File: config.mk
export PLATFORM = sky130hd
export DESIGN_NAME = nx_link_buffer
export DESIGN_NICKNAME = d
export VERILOG_FILES = /design/src/rtl/nx_link_buffer.sv
export SDC_FILE = /design/constraint.sdc
export NUM_CORES = 1
export LEC_CHECK = 0
export BUFFER_PORTS_ARGS = -buffer_cell sky130_fd_sc_hd__buf_2
export CAP_MARGIN = 20
export CORE_MARGIN = 2
export CORE_UTILIZATION = 44
export CTS_CLUSTER_DIAMETER = 200
export DETAILED_ROUTE_END_ITERATION = 8
export GPL_TIMING_DRIVEN = 0
export PLACE_DENSITY = 0.85
export SYNTH_ARGS = -nofsm -noshare
export SYNTH_HDL_FRONTEND = slang
export SYNTH_SLANG_ARGS = --single-unit
File: constraint.sdc
create_clock -name i_clk -period 2 [get_ports i_clk]
set_input_delay 0.4 -clock i_clk [delete_from_list [all_inputs] [get_ports i_clk]]
set_output_delay 0.4 -clock i_clk [all_outputs]
set_load 0.1 [all_outputs]
File: src/rtl/nx_link_buffer.sv
// Registered elastic link buffer between adjacent mesh nodes; no fall-through, ready depends on state only.
// Optional statistics counters are built when NX_LINK_STATS_EN is defined; otherwise they read 0.
module nx_link_buffer #(
  parameter int WIDTH = 32,
  parameter int DEPTH = 2
) (
  input  logic                     i_clk,
  input  logic                     i_rst,
  input  logic [WIDTH-1:0]         i_inbound_data,
  input  logic                     i_inbound_valid,
  output logic                     o_inbound_ready,
  output logic [WIDTH-1:0]         o_outbound_data,
  output logic                     o_outbound_valid,
  input  logic                     i_outbound_ready,
  output logic                     o_idle,
  output logic [$clog2(DEPTH):0]   o_level,
  input  logic                     i_stat_clear,
  output logic [31:0]              o_stat_msgs,
  output logic [31:0]              o_stat_stalls
);

  localparam int AW = $clog2(DEPTH);
  localparam int LW = AW + 1;

  logic [WIDTH-1:0] r_mem [DEPTH];
  logic [AW-1:0]    r_wr_ptr;
  logic [AW-1:0]    r_rd_ptr;
  logic [LW-1:0]    r_level;
  logic             w_push;
  logic             w_pop;
  logic             w_stall;

  // Handshake: a transfer happens on a side only in a cycle where valid and ready are both 1;
  // the sender holds data stable while valid && !ready, and valid is never withdrawn without a transfer.
  assign o_inbound_ready  = (r_level != LW'(DEPTH));
  assign o_outbound_valid = (r_level != '0);
  assign o_outbound_data  = r_mem[r_rd_ptr];
  assign o_idle           = (r_level == '0);
  assign o_level          = r_level;

  assign w_push  = i_inbound_valid && o_inbound_ready;
  assign w_pop   = o_outbound_valid && i_outbound_ready;
  assign w_stall = o_outbound_valid && !i_outbound_ready;

  always_ff @(posedge i_clk) begin
    if (!i_rst) begin
      r_wr_ptr <= '0;
      r_rd_ptr <= '0;
      r_level  <= '0;
      for (int i = 0; i < DEPTH; i++) begin
        r_mem[i] <= '0;
      end
    end else begin
      if (w_push) begin
        r_mem[r_wr_ptr] <= i_inbound_data;
        r_wr_ptr        <= r_wr_ptr + AW'(1);
      end
      if (w_pop) begin
        r_rd_ptr <= r_rd_ptr + AW'(1);
      end
      if (w_push && !w_pop) begin
        r_level <= r_level + LW'(1);
      end else if (w_pop && !w_push) begin
        r_level <= r_level - LW'(1);
      end
    end
  end

`ifdef NX_LINK_STATS_EN
  logic [31:0] r_stat_msgs;
  logic [31:0] r_stat_stalls;

  // Message count wraps; stall count saturates so long stalls never look short.
  always_ff @(posedge i_clk) begin
    if (!i_rst || i_stat_clear) begin
      r_stat_msgs   <= '0;
      r_stat_stalls <= '0;
    end else begin
      if (w_pop) begin
        r_stat_msgs <= r_stat_msgs + 32'd1;
      end
      if (w_stall && (r_stat_stalls != 32'hFFFF_FFFF)) begin
        r_stat_stalls <= r_stat_stalls + 32'd1;
      end
    end
  end

  assign o_stat_msgs   = r_stat_msgs;
  assign o_stat_stalls = r_stat_stalls;
`else
  logic w_unused_stats;
  assign w_unused_stats = i_stat_clear ^ w_stall;
  assign o_stat_msgs    = '0;
  assign o_stat_stalls  = '0;
`endif

endmodule

# After elaboration in Yosys (flattened, before gate mapping)
# Memories as Yosys holds them, arrays and structs flattened. A register that Yosys moved wholly into a read port is not among the register bits.
# Cells that the tools add are included.
[word_totals]
latchBits = 0
n_memories = 1
wordCells = 30
ram_bits = 64
ff_bits = 4
mem_bits_ro = 0
[mem_list]
columns = ["name", "depth", "word_bits", "rd", "rd_ports_with_merged_regs", "write_ports", "line", "text"]
rows = [
  ["r_mem", 2, 32, 1, 1, 2, "25", "logic [WIDTH-1:0] r_mem [DEPTH];"],
]
[op_classes]
n_div = 0
bitwise = 0
order_cmp = 0
add_sub_neg = 4
shifts = 0
n_reduce_logical = 10
mul = 0
eq_ne = 1
mux = 11
[ops]
columns = ["op", "count"]
rows = [
  ["32-bit 2-to-1 mux", 1],
  ["32-bit OR reduction", 1],
  ["1-bit 2-to-1 mux", 8],
  ["1-bit logical AND", 4],
  ["2-bit 2-to-1 mux", 2],
  ["2-bit nonzero test", 2],
  ["1-bit adder (second input constant)", 2],
  ["2-bit by 1-bit adder with 2-bit output (second input constant)", 1],
  ["1-bit zero test", 2],
  ["2-bit zero test", 1],
  ["2-bit inequality test (second input constant)", 1],
  ["2-bit by 1-bit subtractor with 2-bit output (second input constant)", 1],
]

# Longest topological paths before layout
[depth]
ltp_word = 7
mapped_depth = 6

# Least setup slack after synthesis
# No wires, ideal clock.
[synth_timing]
path_type = "register to register"
startpoint = "reg r_level[0] (netlist: o_level[0])"
endpoint = "mem r_mem[0][0] (enable)"
stages_incl_launch_ff = 5
synth_period_minus_slack_ps = 2965
arrival_ps = 2576
path_slack_ps = -965
setup_time_ps = 389
n_path_buf = 1
cell_sequence = "dfxtp_1 > nand2b_4 > nand3b_4 > buf_6 > nand2_1"
[synth_rtl]
columns = ["item", "line", "text"]
rows = [
  ["from (decl)", "28", "logic [LW-1:0] r_level;"],
  ["from (signal assigned)", "62", "r_level <= r_level + LW'(1);"],
  ["from (signal assigned)", "64", "r_level <= r_level - LW'(1);"],
  ["to (decl)", "25", ""],
]

==> results.py <==
metrics = {
    "power_and_ir_drop": {
        "netSwitchingFraction_pct": 50.6,
        "p_int_mw": 3.47,
        "p_clk_share_pct": 19.3,
        "seqPwrFrac_pct": 27.5,
        "p_leak_nw": 2.15,
        "p_switching_mw": 3.55,
        "power_density_nw_per_um2": 1530,
        "p_comb_share_pct": 53.2,
        "total_power_mw": 7.02,
        "vdd_drop_max_v": 0.000719,
    },
    "floorplan": {
        "dieArea_sq_um": 8690,
        "die_y_um": 93.2,
        "fp.coreArea_sq_um": 7730,
        "die_x_um": 93.2,
        "io_pins": 138,
        "core.rowCount": 32,
        "start_util_pct": 45.4,
    },
    "detailed_routing": {
        "routed_wl_mm": 6.81,
        "dr_total_vias": 2345,
        "firstDrtPassIters": 6,
        "wire_per_inst_um": 12.4,
        "drc": 0,
        "antenna_left": 0,
        "drtIter0Drc": 68,
        "via_per_inst": 4.28,
    },
    "setup_path": {
        "crit_path_max_fanout": 10,
        "cpPeakStageDelay_ns": 0.41,
        "required_ns": 1.60,
        "critical_path_class": "reg2out",
        "cp-start-kind": "flip-flop",
        "cpLargestDelayFamily": "buffers and inverters",
        "r2r_slack_ns": 0.36,
        "critical_path.slowest_cell": "dfxtp_2",
        "end_kind": "output pin",
        "worstPathArrival_ns": 1.57,
        "cp_num_buf_inv": 2,
        "cp_common_cell": "buf_4",
        "crit_path_cell_trace": "buf_4 > mux2_2 > buf_4",
    },
    "hold_path": {
        "min_path_type": "in2reg",
    },
    "sta": {
        "relSlewSlack_pct": 64.6,
        "setup_violations": 0,
        "holdWs_ns": 0.375,
        "fmax_mhz": 507,
        "rsz0062_at_grt": "true",
        "worstMarginPinSlew_ns": 0.531,
        "hold_viol": 0,
        "finClkSkew_ns": 0.00765,
        "finalMaxSlewViolations": 0,
        "min_period_ns": 1.97,
        "timing.final.crit_share_pct": 98.7,
    },
    "grt": {
        "grt_max_degree": 33,
        "grt_pass1_wl_mm": 10.1,
        "first_global_vias": 2200,
        "antenna_found_initial": 0,
        "grt_remaining_overflow": 0,
        "grt.total_usage_pct": 15.4,
    },
    "yosys": {
        "syn_inst": 297,
        "yosysTopAreaCell": "edfxtp_1",
        "async_flop_share_pct": 0,
        "ys_ff_latch": 69,
        "synth_common_cells": "buf_4 (64), edfxtp_1 (64), nor2_1 (64)",
        "synth_cell_type_count": 25,
        "synth-seq-area-share_pct": 57.7,
        "syn_avg_cell_area_sq_um": 11.8,
        "synth_area_leaders": "edfxtp_1 (55%), buf_4 (14%), mux2_2 (9.6%)",
        "synth_edf_count": 64,
        "synth.top_cell.area_share_pct": 54.8,
        "syn_area_sq_um": 3500,
        "yosys_warnings": 0,
        "synth_ff_type": "edfxtp_1",
    },
    "cts": {
        "cts_buffer_depth": 2,
        "cts_root_buffer": "clkbuf_8",
        "cts.sinks": 69,
        "cts_tree": "yes",
        "clkSlewWorstSetupHoldPaths_ns": 0.07,
        "clkLatencyLatePin_ns": 0.34,
        "cts_buffers": 9,
        "cts_hold_buf": 0,
        "h-tree-depth": 3,
        "cts_setup_buffers": 0,
    },
    "placement": {
        "place_area_sq_um": 4250,
        "place_inst": 533,
        "dpl.hpwl_mm": 4.62,
        "place_congestion": 0.683,
        "port_buffers": 71,
    },
    "layout": {
        "drive_above_1_share_pct": 45.3,
        "nets": 479,
        "stdcell_area_sq_um": 4580,
        "final_cells": 548,
        "syn_to_final_growth_pct": 30.6,
        "insertedDiodeCount": 0,
    },
    "outcome": {
        "status": "finished, final reports clean",
    },
    "flow_run": {
        "cap_violations": 0,
    },
}
[worst reg2reg max path, cell delays in order, from the launching register on]
cell,delay [ns]
dfxtp_4,0.37
nand2b_4,0.18
and2_1,0.18
ha_1,0.33
or3_1,0.34
a21boi_0,0.17
[layer usage]
| layer | vias to the layer above | global-route usage (%) | wire [um] |
|---|---|---|---|
| met1 | 1065 | 18.5 | 2840 |
| met4 | 0 | 6.62 | 109 |
| met2 | 119 | 26.4 | 3270 |
| met3 | 11 | 3.71 | 584 |
| li1 | 1150 | - | - |
| met5 | - | 0 | 0 |
[stage by stage]
stage	TNS [ns]	setup WS, ns	utilization, %
after floorplan	0	0.0402	-
after global placement	0	0.0389	55.0
after detailed placement	0	0.0530	55.0
after CTS	0	0.00877	59.2
after global routing	-0.484	-0.0421	59.2
final	0	0.0260	59.2
[cell usage in the layout (no fill, tap or decap), drive strengths merged, types with 2 or more instances in the layout]
master,instances
clkinv,2
mux2,32
clkbuf,12
buf,146
dfxtp,5
edfxtp,64
nand2,34
a21boi,2
bufinv,3
nor2,64
conb,64
o21ai,2
clkinvlp,2
xnor2,2
and2,4
[cell type report]
type | instances | area (sq um)
Fill cell | 652 | 3150
Sequential cell | 69 | 2030
Multi-Input combinational cell | 212 | 1150
Clock inverter | 6 | 111
Tap cell | 102 | 128
Inverter | 1 | 7.51
Timing Repair Buffer | 71 | 430
Clock buffer | 10 | 128
Buffer | 77 | 592
[final timing paths]
| kind | startpoint | endpoint | cells after the start |
|---|---|---|---|
| setup / recovery | flip-flop | o_outbound_data[23] | 3 |
| hold / removal | i_inbound_data[8] | r_mem[0][8]$_SDFFCE_PN0P_ | 3 |
| setup reg to reg | o_level[0]$_SDFFE_PN0P_ | o_level[1]$_SDFFE_PN0P_ | 5 |
| hold reg to reg | o_level[1]$_SDFFE_PN0P_ | o_level[1]$_SDFFE_PN0P_ | 2 |
[what timing repair did]
action | in CTS | in global routing
setup endpoints to repair | 30 | 30
gates cloned | 0 | 0
pin swaps | 0 | 0
resized for setup | 34 | 1
[sequential cells by signal, indices dropped and copies added, names as in the netlist, named ones only]
signal / count
r_wr_ptr: 1
r_mem: 64
o_level: 2
r_rd_ptr: 1
[power groups by stage]
stage	registers (mW)	clock network (mW)	logic (mW)
floorplan	2.05	0	3.08
global placement	1.93	0	3.59
detailed placement	1.95	0	3.60
CTS	1.93	1.37	3.73
global route	1.95	1.43	3.85
finish	1.93	1.36	3.73
[kinds of logic after synthesis]
kind of cell / share of synthesized area, %
simple gates: 13.0
mux: 10.3
buf+inv: 16.8
xor+xnor: 0.750
flops: 57.7
fa+ha+maj: 0.357
other cells: 0.107
compound gates: 0.999
No activity file was read; power rests on OpenSTA's default activity.
